--- src/rtl/mem_store_forward_pkg.sv ---
// ============================================================================
// Module      : mem_store_forward_pkg
// Description : Shared CPU constants for MEM-stage store-data forwarding.
// Revision    : 1.0 - initial release
// ============================================================================
`default_nettype none

package mem_store_forward_pkg;

    localparam int         FWD_SRC_W  = 3;
    localparam logic [4:0] REG_ZERO   = 5'd0;
    localparam logic [FWD_SRC_W-1:0] FWD_SRC_WB = 3'd0;

endpackage

`default_nettype wire

--- src/rtl/mem_store_forward_fwd_hist_entry.sv ---
// ============================================================================
// Module      : fwd_hist_entry
// Description : One {valid, rd, data} writeback history slot with load/hold/clear.
// Revision    : 1.0 - initial release
// ============================================================================
`default_nettype none

module fwd_hist_entry #(
    parameter int DATA_W = 32,
    parameter int REG_W  = 5
) (
    input  logic              i_clk,
    input  logic              i_rst_n,
    input  logic              i_clear,
    input  logic              i_load,
    input  logic              i_valid,
    input  logic [REG_W-1:0]  i_rd,
    input  logic [DATA_W-1:0] i_data,
    output logic              o_valid,
    output logic [REG_W-1:0]  o_rd,
    output logic [DATA_W-1:0] o_data
);

    logic              r_valid;
    logic [REG_W-1:0]  r_rd;
    logic [DATA_W-1:0] r_data;

    // Clear only drops the valid bit; stale rd/data are harmless once invalid.
    always_ff @(posedge i_clk or negedge i_rst_n) begin
        if (!i_rst_n) begin
            r_valid <= 1'b0;
            r_rd    <= '0;
            r_data  <= '0;
        end else if (i_clear) begin
            r_valid <= 1'b0;
        end else if (i_load) begin
            r_valid <= i_valid;
            r_rd    <= i_rd;
            r_data  <= i_data;
        end
    end

    assign o_valid = r_valid;
    assign o_rd    = r_rd;
    assign o_data  = r_data;

endmodule

`default_nettype wire

--- src/rtl/mem_store_forward.sv ---
// ============================================================================
// Module      : mem_store_forward
// Description : Store-data forwarding from live WB plus a DEPTH-1 deep writeback
//               history, youngest-first priority, saturating event counter.
// Revision    : 1.0 - initial release
// ============================================================================
`default_nettype none

module mem_store_forward
    import mem_store_forward_pkg::*;
#(
    parameter int DATA_W    = 32,
    parameter int REG_W     = 5,
    parameter int DEPTH     = 2,
    parameter bit LOAD_ONLY = 1'b1,
    parameter int CNT_W     = 16
) (
    input  logic                 i_clk,
    input  logic                 i_rst_n,
    input  logic                 i_stall,
    input  logic                 i_flush,
    input  logic                 i_wb_reg_write,
    input  logic                 i_wb_mem_read,
    input  logic [REG_W-1:0]     i_wb_rd,
    input  logic [DATA_W-1:0]    i_wb_data,
    input  logic                 i_mem_write,
    input  logic [REG_W-1:0]     i_mem_rt,
    input  logic [DATA_W-1:0]    i_mem_rt_data,
    output logic [DATA_W-1:0]    o_store_data,
    output logic                 o_forward,
    output logic [FWD_SRC_W-1:0] o_forward_src,
    output logic [CNT_W-1:0]     o_fwd_count
);

    localparam logic [REG_W-1:0] c_REG_ZERO = REG_W'(REG_ZERO);
    localparam logic [CNT_W-1:0] c_CNT_MAX  = '1;

    // Source 0 is the live WB input; sources 1..DEPTH-1 are history entries.
    logic [DEPTH-1:0]             w_src_valid;
    logic [DEPTH-1:0][REG_W-1:0]  w_src_rd;
    logic [DEPTH-1:0][DATA_W-1:0] w_src_data;
    logic [DEPTH-1:0]             w_src_hit;
    logic                         w_store_req;

    assign w_src_valid[0] = i_rst_n & i_wb_reg_write & (i_wb_rd != c_REG_ZERO)
                          & (!LOAD_ONLY | i_wb_mem_read);
    assign w_src_rd[0]    = i_wb_rd;
    assign w_src_data[0]  = i_wb_data;
    assign w_store_req    = i_rst_n & i_mem_write & (i_mem_rt != c_REG_ZERO);

    generate
        if (DEPTH > 1) begin : g_hist
            for (genvar k = 1; k < DEPTH; k++) begin : g_entry
                fwd_hist_entry #(
                    .DATA_W (DATA_W),
                    .REG_W  (REG_W)
                ) u_entry (
                    .i_clk   (i_clk),
                    .i_rst_n (i_rst_n),
                    .i_clear (i_flush),
                    .i_load  (!i_stall),
                    .i_valid (w_src_valid[k-1]),
                    .i_rd    (w_src_rd[k-1]),
                    .i_data  (w_src_data[k-1]),
                    .o_valid (w_src_valid[k]),
                    .o_rd    (w_src_rd[k]),
                    .o_data  (w_src_data[k])
                );
            end
        end
    endgenerate

    logic [DEPTH:0]                 w_chain_hit;
    logic [DEPTH:0][FWD_SRC_W-1:0]  w_chain_src;
    logic [DEPTH:0][DATA_W-1:0]     w_chain_data;

    assign w_chain_hit[DEPTH]  = 1'b0;
    assign w_chain_src[DEPTH]  = FWD_SRC_WB;
    assign w_chain_data[DEPTH] = i_mem_rt_data;

    // Chain runs oldest to youngest so the lowest-numbered hit overrides.
    generate
        for (genvar k = 0; k < DEPTH; k++) begin : g_prio
            assign w_src_hit[k]    = w_store_req & w_src_valid[k]
                                   & (w_src_rd[k] != c_REG_ZERO)
                                   & (w_src_rd[k] == i_mem_rt);
            assign w_chain_hit[k]  = w_src_hit[k] | w_chain_hit[k+1];
            assign w_chain_src[k]  = w_src_hit[k] ? FWD_SRC_W'(k) : w_chain_src[k+1];
            assign w_chain_data[k] = w_src_hit[k] ? w_src_data[k] : w_chain_data[k+1];
        end
    endgenerate

    assign o_forward     = w_chain_hit[0];
    assign o_forward_src = w_chain_src[0];
    assign o_store_data  = w_chain_data[0];

    logic [CNT_W-1:0] r_fwd_count;

    always_ff @(posedge i_clk or negedge i_rst_n) begin
        if (!i_rst_n) begin
            r_fwd_count <= '0;
        end else if (!i_stall && w_chain_hit[0] && (r_fwd_count != c_CNT_MAX)) begin
            r_fwd_count <= r_fwd_count + CNT_W'(1);
        end
    end

    assign o_fwd_count = r_fwd_count;

endmodule

`default_nettype wire

--- config.mk ---
export PLATFORM = sky130hd
export DESIGN_NAME = mem_store_forward
export DESIGN_NICKNAME = d
export VERILOG_FILES = /design/src/rtl/mem_store_forward_pkg.sv /design/src/rtl/mem_store_forward_fwd_hist_entry.sv /design/src/rtl/mem_store_forward.sv
export SDC_FILE = /design/constraint.sdc
export NUM_CORES = 1
export LEC_CHECK = 0
export CAP_MARGIN = 10
export CORE_ASPECT_RATIO = 0.7
export CORE_UTILIZATION = 39
export DETAILED_ROUTE_END_ITERATION = 10
export PLACE_DENSITY_LB_ADDON = 0.1
export SYNTH_ARGS = -nofsm -noshare
export SYNTH_HDL_FRONTEND = slang
export SYNTH_SLANG_ARGS = --single-unit
export TNS_END_PERCENT = 20
--- constraint.sdc ---
create_clock -name i_clk -period 2.1 [get_ports i_clk]
set_input_delay 0.315 -clock i_clk [delete_from_list [all_inputs] [get_ports i_clk]]
set_output_delay 0.315 -clock i_clk [all_outputs]
set_load 0.05 [all_outputs]
Yosys cells after proc, flatten, opt, wreduce, memory -nomap -nowiden
Cells that the tools add are included.

operators by class
  add/subtract/negate cells = 1
  multipliers = 0
  divide/modulo/power cells = 0
  $lt $le $gt $ge = 0
  equality and inequality tests = 4
  shifts and indexed selects = 0
  multiplexer cells = 6
  bitwise gates (word level) = 14
  reduce and logical (&&, ||, !) cells = 7

operators with widths
  cell                                           number
  2-to-1 mux 32 bit                              2
  adder 16 x 1 -> 16 bit, second input constant  1
  != test 16 bit, second input constant          1
  nonzero test 5 bit                             3
  bitwise AND 1 bit                              11
  equality test 5 bit                            2
  2-to-1 mux 1 bit                               3
  2-to-1 mux 3 bit                               1
  logical AND 1 bit                              2
  != test 2 x 1 -> 1 bit, second input constant  1
  NOT 1 bit                                      2
  AND reduction 2 bit                            1
  zero test 1 bit                                1
  OR 1 bit                                       1

storage, ports and cells
  register bits = 54
  latch bits = 0
  bits in writable memories = 0
  memory bits (read-only) = 0
  input port bits = 81
  output and inout port bits = 52
  word-level logic and storage cells = 36
  memories = 0

Longest topological paths before layout
  word-level depth = 9
  mapped depth = 7
  depth with buffers taken out = 6

Modules after synthesis
From an unflattened synthesis, not the netlist that was laid out.

second synthesis, totals
  cell total of the unflattened synthesis = 293
  area, all modules = 3399.5 um2

modules (own cells, without submodules)
  module             instances  cells an instance  area an instance (um2)  sequential area each (um2)
  mem_store_forward  1          211                1811.7                  400.4
  fwd_hist_entry     1          82                 1587.8                  950.9

Least setup slack after synthesis
OpenSTA, ideal clock, no wires.

  path kind = reg2out
  start = reg g_hist.g_entry[1].u_entry.r_rd[0]
  end = out o_store_data[10]
  arrival time = 2.322 ns
  data required time = 1.785 ns
  setup slack = -0.537 ns
  cell stages (with the launch flop) = 8
  path buffers = 2
  cells stage by stage = dfrtp_1 or4_1 a21oi_1 nor4_4 buf_6 buf_12 mux2i_1 o21ai_1

on the way
  longest elaborated chain between the ends = 5
  elaborated cells on any way between the ends = 6
  classes of those cells = eq/ne (1); mux (2); bitwise (2); reduce/logical (1)

RTL lines
  what                                 line                                    source
  start, declared                      mem_store_forward_fwd_hist_entry.sv:25  logic [REG_W-1:0] r_rd;
  start signal, assigned               mem_store_forward_fwd_hist_entry.sv:38  r_rd <= i_rd;
  nonzero test 5 bit                   mem_store_forward.sv:85                 & (w_src_rd[k] != c_REG_ZERO)
  bitwise AND 1 bit                    mem_store_forward.sv:85
  bitwise AND 1 bit (*)                mem_store_forward.sv:86                 & (w_src_rd[k] == i_mem_rt);
  2-to-1 mux 32 bit (*) (2 in series)  mem_store_forward.sv:89                 assign w_chain_data[k] = w_src_hit[k] ? w_src_data[k] : w_chain_data[k+1];
  end, declared                        mem_store_forward.sv:29                 output logic [DATA_W-1:0] o_store_data,

Every way passes the cells marked *; elsewhere a longest branch is shown, timed or not.

Final worst setup path
  start = reg g_hist.g_entry[1].u_entry.r_rd[0]
  end = out o_store_data[30]

Same word-level chain as after synthesis.

==> metrics.txt <==
# TYPE chip_impl_metric gauge
chip_impl_info{name="status",value="complete, but fails checks"} 1
chip_impl_info{name="violations",value="design-rule violations, negative setup slack"} 1
chip_impl_metric{name="syn_avg_cell_area",unit="sq um"} 11.1
chip_impl_metric{name="cts-buffers-inserted",unit=""} 5
chip_impl_metric{name="post_route_cells_drive_above_1_share",unit="%"} 49.2
chip_impl_metric{name="finalSetupViolations",unit=""} 48
chip_impl_info{name="cts_tree",value="built"} 1
chip_impl_info{name="critPathSlowestCell",value="dfrtp_1"} 1
chip_impl_metric{name="antennaDiodeCount",unit=""} 0
chip_impl_metric{name="post-route-util",unit="%"} 79.0
chip_impl_metric{name="final_min_period_over_clock_period",unit="%"} 127
chip_impl_metric{name="synth_enable_flop_cells",unit=""} 0
chip_impl_metric{name="die_h",unit="um"} 78.4
chip_impl_metric{name="setup-tns-final",unit="ns"} -18.05
chip_impl_metric{name="grtUsageTotal",unit="%"} 22.6
chip_impl_metric{name="yosys_warnings",unit=""} 0
chip_impl_metric{name="first_global_vias",unit=""} 3005
chip_impl_metric{name="count_of_filler_cells_inserted_in_the_layout",unit=""} 480
chip_impl_metric{name="timing.max_cap.violations",unit=""} 0
chip_impl_info{name="ctsRootBufferMaster",value="clkbuf_16"} 1
chip_impl_metric{name="placementRows",unit=""} 27
chip_impl_metric{name="drtPass1Iterations",unit=""} 7
chip_impl_metric{name="reg2reg_depth",unit=""} 8
chip_impl_info{name="class_of_the_tightest_hold_or_removal_check",value="primary input to async pin"} 1
chip_impl_metric{name="design.portCount",unit=""} 133
chip_impl_metric{name="post-dp-hpwl",unit="um"} 6690
chip_impl_metric{name="slew_viol_final",unit=""} 0
chip_impl_metric{name="post-place-ws",unit="ns"} -0.983
chip_impl_metric{name="drt_first_iter_violations",unit=""} 124
chip_impl_info{name="timing.critical_path.from",value="g_hist.g_entry[1].u_entry.o_rd[0]"} 1
chip_impl_info{name="timing.critical_path.to",value="o_store_data[30]"} 1
chip_impl_metric{name="cts.sink_count",unit=""} 54
chip_impl_metric{name="synth_sequential_area_ratio",unit="%"} 41.6
chip_impl_metric{name="relSlewSlack",unit="%"} 52.7
chip_impl_metric{name="clock_skew",unit="ns"} 0.00492
chip_impl_metric{name="io_buffer_count",unit=""} 130
chip_impl_metric{name="tightestPinTransition",unit="ns"} 0.709
chip_impl_metric{name="routed_met2_length",unit="um"} 4860
chip_impl_metric{name="routed-via-count",unit=""} 2919
chip_impl_metric{name="ctsHtreeMaxLevel",unit=""} 2
chip_impl_metric{name="cts_hold_repair.buffers",unit=""} 0
chip_impl_metric{name="grt_antenna_before_repair",unit=""} 0
chip_impl_metric{name="synthCells",unit=""} 293
chip_impl_info{name="postSynth.topFlopCell",value="dfrtp_1"} 1
chip_impl_info{name="type_of_element_capturing_the_critical_path",value="primary output"} 1
chip_impl_metric{name="timing.fmax",unit="MHz"} 376
chip_impl_metric{name="nets",unit=""} 534
chip_impl_metric{name="avgRoutedWirePerCell",unit="um"} 18.3
chip_impl_metric{name="post-route-worst-setup-slack",unit="ns"} -0.563
chip_impl_info{name="startpoint_type",value="flop"} 1
chip_impl_metric{name="fp.dieW",unit="um"} 111
chip_impl_info{name="rsz0062_at_grt",value="true"} 1
chip_impl_info{name="reg2reg_from",value="g_hist.g_entry[1].u_entry.o_rd[0]"} 1
chip_impl_metric{name="overflow",unit=""} 0
chip_impl_metric{name="cp_num_buf_inv",unit=""} 4
chip_impl_metric{name="ant_nets",unit=""} 0
chip_impl_info{name="crit_path_cell_trace",value="buf_6 -> xnor2_4 -> nand3_2 -> nor4_4 -> buf_6 -> buf_12 -> mux2i_2 -> o21ai_4 -> buf_12"} 1
chip_impl_metric{name="die_area",unit="sq um"} 8700
chip_impl_metric{name="largest_net_degree_at_the_start_of_global_routing",unit=""} 56
chip_impl_metric{name="drt_wl_total",unit="um"} 10200
chip_impl_metric{name="initial_utilization",unit="%"} 40.7
chip_impl_metric{name="wirelength_met1",unit="um"} 4640
chip_impl_metric{name="rrSetupSlack",unit="ns"} -0.14
chip_impl_metric{name="asr_flop_ratio_synth",unit="%"} 100
chip_impl_metric{name="required_worst_endpoint",unit="ns"} 1.78
chip_impl_metric{name="syn_area",unit="sq um"} 3250
chip_impl_info{name="highest_layer",value="met4"} 1
chip_impl_metric{name="worstSkewPairLatency",unit="ns"} 0.29
chip_impl_metric{name="cellPowerDensity",unit="nW/um^2"} 469
chip_impl_metric{name="static-leakage-power",unit="nW"} 2.36
chip_impl_metric{name="core_area",unit="sq um"} 7970
chip_impl_metric{name="critical_path.max_stage_delay",unit="ns"} 0.40
chip_impl_metric{name="synth.lib_cells_used.distinct",unit=""} 38
chip_impl_metric{name="post-route-min-period",unit="ns"} 2.66
chip_impl_metric{name="timing.critical_path.fanout_max",unit=""} 5
chip_impl_metric{name="syn2layout_area_growth",unit="%"} 93.9
chip_impl_metric{name="routabilityCongestion",unit=""} 0.896
chip_impl_metric{name="grt_pass1_wl",unit="um"} 15400
chip_impl_metric{name="clk_path_buf_depth",unit=""} 2
chip_impl_metric{name="vdd_drop_max",unit="V"} 0.000288
chip_impl_metric{name="met3WireLength",unit="um"} 580
chip_impl_metric{name="flops_latches_synth",unit=""} 54
chip_impl_metric{name="worstPathArrival",unit="ns"} 2.35
chip_impl_metric{name="post-place-cells",unit=""} 535
chip_impl_metric{name="avgViaCountPerCell",unit=""} 5.27
chip_impl_metric{name="layout.area.seq",unit="sq um"} 1350
chip_impl_metric{name="multi_input_comb_area",unit="sq um"} 2520
chip_impl_metric{name="path_clk_slew",unit="ns"} 0.07
chip_impl_metric{name="worst_hold_slack",unit="ns"} 0.210
chip_impl_metric{name="final-hold-violation-count",unit=""} 0
chip_impl_metric{name="drcViolationCount",unit=""} 22
chip_impl_info{name="crit-reg2reg-capture",value="o_fwd_count[1]"} 1
chip_impl_metric{name="finalNonFillerCells",unit=""} 554
chip_impl_info{name="criticalPathCategory",value="flop to primary output"} 1
chip_impl_metric{name="cp.depth",unit=""} 9
chip_impl_info{name="cp_top_family",value="buffers and inverters"} 1
==> flip-flops by register name, indices dropped and copies added, names as in the netlist <==
register                        cells
g_hist.g_entry.u_entry.o_data      32
g_hist.g_entry.u_entry.o_rd         5
g_hist.g_entry.u_entry.o_valid      1
o_fwd_count                        16
==> worst min path at each step <==
stage / start / endpoint / slack [ns] / depth (start not counted)
2_1_floorplan: i_rst_n / g_hist.g_entry[1].u_entry.o_data[0] / 0.02 / 0
3_3_place_gp: o_fwd_count[6] / o_fwd_count[6] / 0.49 / 1
3_5_place_dp: o_fwd_count[6] / o_fwd_count[6] / 0.48 / 1
4_1_cts: i_rst_n / o_fwd_count[5] / 0.27 / 2
5_1_grt: i_rst_n / o_fwd_count[4] / 0.28 / 2
6_report: i_rst_n / o_fwd_count[5] / 0.21 / 2
==> cell families after synthesis <==
group,share of synthesized area (%)
mux,23.7
flops,41.6
compound gates,11.6
buf+inv,5.12
simple gates,11.5
fa+ha+maj,0.385
other cells,0.115
xor+xnor,5.93
==> cells in the final DEF (no fill, tap or decap), types with 2 or more instances in the layout <==
master           Yosys  routed
o2111ai_2            7       8
xnor2_1             22      20
nor4_4               2       2
o21ai_4              0      30
clkbuf_16            0       7
mux2_4               0       3
dfrtp_1             54      54
mux2_2              37      37
and3_1               8       8
nand3_1              5       4
nand2_1             38      27
clkdlybuf4s15_2      0       2
conb_1               1       2
mux2i_2              0       6
buf_4                6      21
o21ai_2              0       4
or4_4                1       2
buf_8                1       3
inv_1                3       3
nand2_2              0      11
mux2i_1             32       2
and2_1               2       2
buf_16               0       4
o211ai_2             4       4
nand2b_1             2       2
dlygate4sd2_1        0       6
clkdlybuf4s50_1      0      86
buf_12               2      38
buf_6                2       6
mux2i_4              0      24
==> stage by stage <==
step                total power (W)  cell area (sq um)
floorplan                   0.00159               3590
global placement            0.00199               5470
detailed placement          0.00201               5470
CTS                         0.00292               6050
global route                0.00306               6300
finish                      0.00295               6300
==> repair_timing <==
action                     CTS  global route
gates cloned                 3             2
pin swaps                   35            13
buffers inserted             7             0
gates resized for setup     84            27
setup endpoints to repair   50            50
==> per-layer routing <==
metal | GRT usage [%] | vias up
li1 | - | 1374
met1 | 32.2 | 1440
met2 | 35.2 | 96
met3 | 4.40 | 9
met4 | 5.95 | 0
met5 | 0 | -
==> power breakdown <==
part | switching (W) | internal [W] | leakage (nW)
Combinational | 0.000377 | 0.000487 | 1.62
Sequential | 0.000101 | 0.00115 | 0.671
Clock | 0.000363 | 0.000474 | 0.0739
==> cells in the mapped netlist (3+ instances only) <==
cell | number | share of area, %
dfrtp_1 | 54 | 42
nand2_1 | 38 | 4.4
mux2_2 | 37 | 13
o21ai_1 | 35 | 5.4
mux2i_1 | 32 | 9.9
xnor2_1 | 22 | 5.9
and3_1 | 8 | 1.5
o2111ai_2 | 7 | 3.2
buf_4 | 6 | 1.4
clkbuf_1 | 6 | 0.69
nand3_1 | 5 | 0.77
o211ai_2 | 4 | 1.5
inv_1 | 3 | 0.35
mux2_1 | 3 | 1.0
==> final cells by class <==
type / count / share of cell area [%]
Timing Repair Buffer: 170 / 34.0
Tap cell: 101 / 2.01
Sequential cell: 54 / 21.5
Clock inverter: 1 / 0.0795
Clock buffer: 7 / 2.27
Multi-Input combinational cell: 218 / 40.0
Inverter: 3 / 0.179
Note: power is estimated with default switching activity, not from simulation.
